<file path="src/rtl/mmio_bridge.sv">
// rtl/mmio_bridge.sv - single-master CPU to MMIO-page bridge with claim/done handshake
// Optional access timeout enabled by defining MMIO_BRIDGE_TIMEOUT_EN.
module mmio_bridge #(
    parameter int N_SLAVES       = 4,
    parameter int TIMEOUT_CYCLES = 16
) (
    input  logic                  sys_clk,
    input  logic                  rst_n,
    input  logic                  cpu_req_valid,
    output logic                  cpu_req_ready,
    input  logic                  cpu_req_write,
    input  logic [31:0]           cpu_addr,
    input  logic [31:0]           cpu_wdata,
    output logic                  cpu_resp_valid,
    output logic                  cpu_resp_err,
    output logic [31:0]           cpu_rdata,
    output logic                  mmio_read,
    output logic                  mmio_write,
    output logic [31:0]           mmio_addr,
    output logic [31:0]           mmio_write_data,
    input  logic [N_SLAVES-1:0]   slave_work,
    input  logic [N_SLAVES-1:0]   slave_done,
    input  logic [32*N_SLAVES-1:0] slave_rdata
);

    typedef enum logic [1:0] {IDLE, ACCESS, RESP} state_t;

    localparam logic [N_SLAVES-1:0] ONE = 1;

    state_t      state_q, state_d;
    logic        wr_q, wr_d;
    logic        err_q, err_d;
    logic [31:0] addr_q, addr_d;
    logic [31:0] wdata_q, wdata_d;
    logic [31:0] rdata_q, rdata_d;
    logic        one_hot;
    logic        claim_done;
    logic        timed_out;
    logic [31:0] sel_rdata;

    // Exactly one claimant; done from anyone else is masked off by the claim vector.
    assign one_hot    = (slave_work != '0) && ((slave_work & (slave_work - ONE)) == '0);
    assign claim_done = |(slave_work & slave_done);

    always_comb begin
        sel_rdata = '0;
        for (int i = 0; i < N_SLAVES; i++) begin
            if (slave_work[i]) begin
                sel_rdata = sel_rdata | slave_rdata[32*i +: 32];
            end
        end
    end

`ifdef MMIO_BRIDGE_TIMEOUT_EN
    logic [31:0] to_cnt_q;

    always_ff @(posedge sys_clk) begin
        if (!rst_n || state_q != ACCESS) begin
            to_cnt_q <= '0;
        end else begin
            to_cnt_q <= to_cnt_q + 32'd1;
        end
    end

    assign timed_out = (to_cnt_q == 32'(TIMEOUT_CYCLES - 1));
`else
    logic unused_timeout;
    assign unused_timeout = ^TIMEOUT_CYCLES;
    assign timed_out      = 1'b0;
`endif

    always_ff @(posedge sys_clk) begin
        if (!rst_n) begin
            state_q <= IDLE;
            wr_q    <= 1'b0;
            err_q   <= 1'b0;
            addr_q  <= '0;
            wdata_q <= '0;
            rdata_q <= '0;
        end else begin
            state_q <= state_d;
            wr_q    <= wr_d;
            err_q   <= err_d;
            addr_q  <= addr_d;
            wdata_q <= wdata_d;
            rdata_q <= rdata_d;
        end
    end

    always_comb begin
        state_d = state_q;
        wr_d    = wr_q;
        err_d   = err_q;
        addr_d  = addr_q;
        wdata_d = wdata_q;
        rdata_d = rdata_q;
        case (state_q)
            IDLE: begin
                if (cpu_req_valid) begin
                    if (cpu_addr[31:16] == 16'hFFFF) begin
                        wr_d    = cpu_req_write;
                        addr_d  = cpu_addr;
                        wdata_d = cpu_wdata;
                        state_d = ACCESS;
                    end else begin
                        err_d   = 1'b1;
                        rdata_d = '0;
                        state_d = RESP;
                    end
                end
            end
            ACCESS: begin
                if (!one_hot) begin
                    err_d   = 1'b1;
                    rdata_d = '0;
                    state_d = RESP;
                end else if (claim_done) begin
                    err_d   = 1'b0;
                    rdata_d = wr_q ? 32'd0 : sel_rdata;
                    state_d = RESP;
                end else if (timed_out) begin
                    err_d   = 1'b1;
                    rdata_d = '0;
                    state_d = RESP;
                end
            end
            RESP: begin
                state_d = IDLE;
            end
            default: begin
                state_d = IDLE;
            end
        endcase
    end

    // Strobes exist only in ACCESS so a slave sees them fall in RESP and can re-arm.
    assign cpu_req_ready   = (state_q == IDLE);
    assign cpu_resp_valid  = (state_q == RESP);
    assign cpu_resp_err    = (state_q == RESP) && err_q;
    assign cpu_rdata       = rdata_q;
    assign mmio_read       = (state_q == ACCESS) && !wr_q;
    assign mmio_write      = (state_q == ACCESS) && wr_q;
    assign mmio_addr       = addr_q;
    assign mmio_write_data = wdata_q;

endmodule

</file>
<file path="config.mk">
export PLATFORM = sky130hd
export DESIGN_NAME = mmio_bridge
export DESIGN_NICKNAME = d
export VERILOG_FILES = /design/src/rtl/mmio_bridge.sv
export SDC_FILE = /design/constraint.sdc
export NUM_CORES = 1
export LEC_CHECK = 0
export CORE_MARGIN = 3
export CORE_UTILIZATION = 38
export CTS_CLUSTER_SIZE = 20
export DETAILED_ROUTE_END_ITERATION = 6
export PLACE_DENSITY = 0.89
export SLEW_MARGIN = 20
export SYNTH_ARGS = -nofsm -noshare
export SYNTH_HDL_FRONTEND = slang
export SYNTH_SLANG_ARGS = --single-unit
</file>
<file path="constraint.sdc">
create_clock -name sys_clk -period 2.3 [get_ports sys_clk]
set_input_delay 0.46 -clock sys_clk [delete_from_list [all_inputs] [get_ports sys_clk]]
set_output_delay 0.46 -clock sys_clk [all_outputs]
set_load 0.005 [all_outputs]
</file>
==> results of run 1 <==
cells in the mapped netlist:
| cell | number |
|---|---|
| sky130_fd_sc_hd__nor4_2 | 1 |
| sky130_fd_sc_hd__o21a_1 | 16 |
| sky130_fd_sc_hd__nand3_1 | 33 |
| sky130_fd_sc_hd__and2_1 | 4 |
| sky130_fd_sc_hd__nand2_1 | 163 |
| sky130_fd_sc_hd__clkbuf_1 | 35 |
| sky130_fd_sc_hd__a32o_1 | 1 |
| sky130_fd_sc_hd__buf_6 | 8 |
| sky130_fd_sc_hd__buf_4 | 4 |
| sky130_fd_sc_hd__dfxtp_1 | 100 |
| sky130_fd_sc_hd__o211ai_1 | 34 |
| sky130_fd_sc_hd__buf_1 | 2 |
| sky130_fd_sc_hd__a2111oi_2 | 1 |
| sky130_fd_sc_hd__o31ai_4 | 1 |
| sky130_fd_sc_hd__a211oi_2 | 1 |
| sky130_fd_sc_hd__nor4b_4 | 1 |
| sky130_fd_sc_hd__nand4_1 | 4 |
| sky130_fd_sc_hd__mux2i_1 | 49 |
| sky130_fd_sc_hd__nor2b_1 | 2 |
| sky130_fd_sc_hd__o21ai_4 | 1 |
| sky130_fd_sc_hd__or4b_4 | 1 |
| sky130_fd_sc_hd__o221ai_1 | 2 |
| sky130_fd_sc_hd__and3_1 | 2 |
| sky130_fd_sc_hd__o221ai_2 | 30 |
| sky130_fd_sc_hd__xnor2_1 | 1 |
| sky130_fd_sc_hd__a22oi_1 | 64 |
| sky130_fd_sc_hd__nor2_1 | 4 |
| sky130_fd_sc_hd__a21oi_1 | 1 |
| sky130_fd_sc_hd__inv_1 | 1 |
| sky130_fd_sc_hd__a22oi_2 | 2 |
| sky130_fd_sc_hd__nand2b_1 | 1 |
| sky130_fd_sc_hd__buf_2 | 13 |
worst register-to-register path, cell delays in order, from the launching register on:
cell and delay [ns]:
sky130_fd_sc_hd__dfxtp_1 0.48, sky130_fd_sc_hd__nor4_2 0.10, sky130_fd_sc_hd__buf_4 0.15, sky130_fd_sc_hd__a211oi_4 0.28
sky130_fd_sc_hd__buf_4 0.35, sky130_fd_sc_hd__o221ai_1 0.18
per-stage QoR:
stage | setup slack, ns | instances | total power, uW | TNS (ns) | hold slack [ns]
after floorplan | 0.554 | 583 | 2020 | 0 | 0.451
after global placement | -0.0429 | 1034 | 2460 | -0.670 | 0.441
after detailed placement | -0.0883 | 1034 | 2470 | -2.08 | 0.449
after CTS | 0.125 | 1050 | 3970 | 0 | 0.441
after global routing | 0.0668 | 1050 | 4080 | 0 | 0.475
final | 0.154 | 1050 | 3940 | 0 | 0.455
final timing paths:
kind / startpoint / to / slack (ns) / cells past startpoint
worst min-delay path: rst_n / state_q[0] / 0.45 / 3
worst max-delay path: state_q[1] / cpu_resp_err / 0.15 / 3
worst max register to register: state_q[1] / cpu_rdata[31] / 0.65 / 5
worst min register to register: mmio_write_data[17] / mmio_write_data[17] / 0.46 / 2
flip-flops by register name (all words and copies together) (netlist names):
signal and cells:
mmio_write_data 32, mmio_addr 32, state_q 2, wr_q 1, cpu_rdata 32, err_q 1
cell families (layout without fill, tap and decap cells):
logic type,count (synthesis),in the layout,synth area share
flops,100,100,0.386
simple gates,216,216,0.178
xor+xnor,1,1,0.00169
compound gates,154,154,0.276
buf+inv,63,354,0.0633
mux,49,49,0.0947
metal layers:
layer	part of all wire	global-route usage	vias to the layer above
li1	-	-	2714
met1	0.37	0.242	2539
met2	0.51	0.400	228
met3	0.10	0.0673	23
met4	0.020	0.0721	0
met5	0	0	-
power by group through the flow:
stage	combinational [uW]	clock, uW	sequential (uW)
after floorplan	245	0	1770
after global placement	683	0	1780
after detailed placement	692	0	1780
after CTS	695	1540	1740
after global routing	743	1610	1740
final	693	1510	1740
placed cells by master (no fill, tap or decap), types with 2 or more instances in the layout:
cell and count:
sky130_fd_sc_hd__a22oi_1 64, sky130_fd_sc_hd__a22oi_2 2, sky130_fd_sc_hd__and2_1 4, sky130_fd_sc_hd__buf_12 7, sky130_fd_sc_hd__buf_4 27, sky130_fd_sc_hd__clkbuf_16 9, sky130_fd_sc_hd__clkdlybuf4s50_1 303, sky130_fd_sc_hd__dfxtp_1 100
sky130_fd_sc_hd__inv_6 2, sky130_fd_sc_hd__inv_8 3, sky130_fd_sc_hd__mux2i_1 49, sky130_fd_sc_hd__nand2_1 163, sky130_fd_sc_hd__nand3_1 33, sky130_fd_sc_hd__nand4_1 4, sky130_fd_sc_hd__nor2_1 4, sky130_fd_sc_hd__nor2b_1 2
sky130_fd_sc_hd__o211ai_1 34, sky130_fd_sc_hd__o21a_1 16, sky130_fd_sc_hd__o221ai_1 2, sky130_fd_sc_hd__o221ai_2 30
layout make-up:
cell class / instances / area share
Clock inverter: 7 / 0.00869
Tap cell: 176 / 0.0251
Timing Repair Buffer: 337 / 0.384
Inverter: 1 / 0.000428
Sequential cell: 100 / 0.228
Clock buffer: 9 / 0.0257
Multi-Input combinational cell: 420 / 0.328
==> results.md, run 1 <==
* Power Dens Cells at 449 nW/um^2
* Remaining max-slew budget at the tightest pin at 0.537
* Post-route clock period utilization at 0.933
* Average instance area after synthesis at 8.89 um^2
* Setup violators final at 0
* Clock slew seen by the registers of the worst setup and hold paths at 0.08 ns
* RePlAce Congestion at 0.852
* Max rail drop VDD at 0.310 mV
* Number of buffers added by the clock tree synthesis step at 9
* Sw Ratio at 0.258
* Area of the multi-input gates at 2880 um^2
* Quantity of I/O buffers inserted on ports at 304
* 1st-iter DRT viols at 313
* DIE HEIGHT at 123 um
* Filler Cell Count at 1052
* Cell type of the slowest stage on the worst timing path: sky130_fd_sc_hd__clkdlybuf4s50_1
* Final antenna diode count at 0
* Post-CTS repair timing setup buffer count at 0
* Fin util at 0.660
* Global route overflow at 0
* Class of the tightest hold or removal check: input port to register
* Crit Path Category: register to output port
* Placement Rows at 42
* Total number of clock tree sinks at 100
* Register area share after synthesis at 0.386
* Delay-heaviest family, CP: buffers and inverters
* Status: finished clean
* Placement Cell Area at 8480 um^2
* Combined flip-flop and latch cell area at 2000 um^2
* Crit path max fanout at 6
* Maximum number of pins on one net before global-route repair at 182
* Internal Pwr Total at 2930 uW
* Total via count after detailed routing at 5504
* Count of state elements after synthesis at 100
* Detail-routed via count per cell at 5.24
* Count of H-tree levels built during CTS at 3
* Critical path launch point type: register
* Chip Width at 123 um
* Drt pass-1 iters at 5
* DP Wirelength at 13900 um
* Global-route total usage across every layer at 0.220
* Minimum clock period after layout at 2.15 ns
* Worst slew pin tran at 0.694 ns
* Area growth from synthesis to layout at 69.5%
* Max-slew violation count at 0
* RSZ-0062 raised after global routing: false
* Global-route wire length before repair at 26300 um
* Critical Path End Type: output port
* Number of antenna violations at the first check in global routing at 0
* Cell type with the largest total area after synthesis: sky130_fd_sc_hd__dfxtp_1
* Library cell used as clock root buffer: sky130_fd_sc_hd__clkbuf_16
* Number of max-capacitance violations reported at 0
* Post-synth design cell area at 5180 um^2
* Count of cells resized by post-cts repair at 0
* CTS Hold Bufs at 0
* Number of global-route vias before repair at 5276
* Count of unique library cells instantiated by Yosys at 32
* Antenna-violating nets left at 0
* Hold Violations, Final at 0
* Floorplan Core Area at 13300 um^2
* Clock skew after layout at 0.0101 ns
* Proportion of power drawn by the clock network at 0.384
* Number of warning messages in the yosys log at 0
* CTS tree: yes
* Maximum clock rate at 0.466 GHz
* Leakage power figure at 0.00302 uW
* Clock Latency Late Sink at 0.34 ns
* Layout Nets at 1073
* Area contributors post-synth: sky130_fd_sc_hd__dfxtp_1 (39%), sky130_fd_sc_hd__nand2_1 (12%), sky130_fd_sc_hd__mux2i_1 (9.5%)
* Routed WL at 17700 um
* Share of final-layout standard cells stronger than drive strength 1 at 0.103
* Crit path buf inv count at 1
* Relative contribution of combinational cells to total power at 0.176
* Fraction of power consumed by sequential logic at 0.440
* Post-route design area at 8780 um^2
* Net switching power of the design at 1020 uW
* Arr. time, crit path at 1.69 ns
* Yosys top cell area share at 0.386
* I/O pin count at 305
* # DRC at 0
* Area of the die at 15100 um^2
* Series of cell instances along the critical path: nor2b_1, and2_1, clkdlybuf4s50_1
* Slowest stage delay, CP at 0.52 ns
* Synthesized instance count at 583
* Post-Syn Nets at 787
* Routed len/inst at 16.8 um
* Maximum count of clock buffers along a single path at 2
* Starting utilization of the core area at 0.390
* CP Data Required Time at 1.84 ns
(Power assumes the default switching activity.)
==> run 2, diff against run 1 <==
--- a/config.mk
+++ b/config.mk
@@ -9,6 +9,7 @@
 export CORE_UTILIZATION = 38
 export CTS_CLUSTER_SIZE = 20
 export DETAILED_ROUTE_END_ITERATION = 6
+export MAX_ROUTING_LAYER = met4
 export PLACE_DENSITY = 0.89
 export SLEW_MARGIN = 20
 export SYNTH_ARGS = -nofsm -noshare
==> run 2 against run 1 <==
Against the previous run:
- global-route usage grew 0.64 points
- register-to-register slack about the same
- wire length fell by 0.29%
- via count is essentially flat
- maximum frequency about the same
- non-clock buffer count stayed put
- critical endpoint unchanged
- largest power group unchanged
==> results.md, run 2 (synthesis gave the netlist of run 1 again) <==
* Clock slew seen by the registers of the worst setup and hold paths at 0.08 ns
* Post-layout worst setup margin at 0.154 ns
* Setup violators final at 0
* Hold Violations, Final at 0
* I/O pin count at 305
* Crit path max fanout at 6
* Reg-to-Reg End: cpu_rdata[31]
* Worst slew pin tran at 0.725 ns
* Maximum clock rate at 0.466 GHz
* Antenna-violating nets left at 0
* Cell type of the slowest stage on the worst timing path: sky130_fd_sc_hd__clkdlybuf4s50_1
* Maximum count of clock buffers along a single path at 2
* DIE HEIGHT at 123 um
* Routed WL at 17600 um
* Hold wc startpoint: mmio_write_data[17]
* Library cell used as clock root buffer: sky130_fd_sc_hd__clkbuf_16
* Chip Width at 123 um
* Number of max-capacitance violations reported at 0
* Share of final-layout standard cells stronger than drive strength 1 at 0.103
* Maximum number of pins on one net before global-route repair at 182
* Area of the die at 15100 um^2
* Count of cells resized by post-cts repair at 0
* 1st-iter DRT viols at 343
* Post-route clock period utilization at 0.933
* Length in cells of the worst reg-to-reg path at 5
* Leading cell type in the layout, fill and taps excluded: sky130_fd_sc_hd__clkdlybuf4s50_1
* Routed len/inst at 16.8 um
* CTS tree: yes
* Crit Path Category: register to output port
* Summed negative setup slack over all endpoints at 0 ns
* Pre-CTS WS at -0.0883 ns
* Crit path buf inv count at 1
* Cell count after placement at 1034
* Status: finished clean
* Layout Nets at 1073
* Drt pass-1 iters at 5
* RePlAce Congestion at 0.865
* End of the worst hold path: mmio_write_data[17]
* Post-CTS repair timing setup buffer count at 0
* Class of the tightest hold or removal check: register to register
* Area growth from synthesis to layout at 69.5%
* Placement Rows at 42
* Arr. time, crit path at 1.69 ns
* CTS Hold Bufs at 0
* Worst setup slack for register-to-register paths at 0.64 ns
* Clock skew after layout at 0.0101 ns
* Slowest stage delay, CP at 0.52 ns
* Leakage power figure at 0.00302 uW
* Quantity of I/O buffers inserted on ports at 304
* Minimum clock period after layout at 2.15 ns
* DP Wirelength at 13900 um
* Global-route total usage across every layer at 0.226
* Post-layout instance count excluding filler cells at 1050
* Series of cell instances along the critical path: nor2b_1, and2_1, clkdlybuf4s50_1
* RSZ-0062 raised after global routing: false
* Most frequent cells in the layout: sky130_fd_sc_hd__clkdlybuf4s50_1 (303), sky130_fd_sc_hd__nand2_1 (163), sky130_fd_sc_hd__dfxtp_1 (100), sky130_fd_sc_hd__a22oi_1 (64), sky130_fd_sc_hd__mux2i_1 (49)
* Count of H-tree levels built during CTS at 3
* Max rail drop VDD at 0.309 mV
* Worst hold path cell count at 2
* Critical Path End Type: output port
* Global-route wire length before repair at 26300 um
* Launch point of the worst reg-to-reg path: state_q[1]
* Power, Total at 3940 uW
* Final antenna diode count at 0
* Total number of clock tree sinks at 100
* Number of buffers added by the clock tree synthesis step at 9
* Delay-heaviest family, CP: buffers and inverters
* Number of global-route vias before repair at 5274
* Number of antenna violations at the first check in global routing at 0
* CP Data Required Time at 1.84 ns
* Critical path launch point type: register
* Floorplan Core Area at 13300 um^2
* Startpoint of the most critical setup path: state_q[1]
* # DRC at 0
* Remaining max-slew budget at the tightest pin at 0.516
* Detail-routed via count per cell at 5.24
* Starting utilization of the core area at 0.390
* Global route overflow at 0
* Power Dens Cells at 449 nW/um^2
* Max-slew violation count at 0
* Clock Latency Late Sink at 0.34 ns
* Total via count after detailed routing at 5506
==> run 2: metal layers <==
metal | track usage | vias up | part of all wire
met1 | 0.247 | 2528 | 0.37
met4 | 0.0721 | 0 | 0.022
met2 | 0.402 | 241 | 0.51
met3 | 0.0581 | 27 | 0.090
li1 | - | 2710 | -
met5 | - | - | 0
==> run 2: tightest hold or removal path, stage by stage (launching register included) <==
cell,delay [ns]
sky130_fd_sc_hd__dfxtp_1,0.31
sky130_fd_sc_hd__nand2_1,0.05
sky130_fd_sc_hd__mux2i_1,0.05
==> run 2: report_power, final <==
part / leakage, uW / internal, uW / switching [uW]
logic: 0.00207 / 417 / 276
registers: 0.000805 / 1730 / 3.53
clock network: 0.000149 / 777 / 738
==> run 2: area by class of cell <==
| type | count | area [um^2] |
|---|---|---|
| Fill cell | 1052 | 4520 |
| Inverter | 1 | 3.75 |
| Timing Repair Buffer | 337 | 3380 |
| Multi-Input combinational cell | 420 | 2880 |
| Sequential cell | 100 | 2000 |
| Clock buffer | 9 | 225 |
| Tap cell | 176 | 220 |
| Clock inverter | 7 | 76.3 |
==> run 2: how the worst max path moves through the flow <==
stage                                to  slack [ns]  cells past startpoint
after floorplan           cpu_rdata[10]        0.55                      6
after global placement    cpu_rdata[27]       -0.04                      7
after detailed placement  cpu_rdata[27]       -0.09                      7
after CTS                  cpu_resp_err        0.12                      3
after global routing       cpu_resp_err        0.07                      3
final                      cpu_resp_err        0.15                      3
==> run 2: per-stage QoR <==
stage	hold WS (ns)	area, um^2	util
detailed placement	0.449	8480	0.638
global placement	0.441	8480	0.638
global route	0.475	8780	0.660
finish	0.456	8780	0.660
floorplan	0.451	5180	-
CTS	0.441	8780	0.660
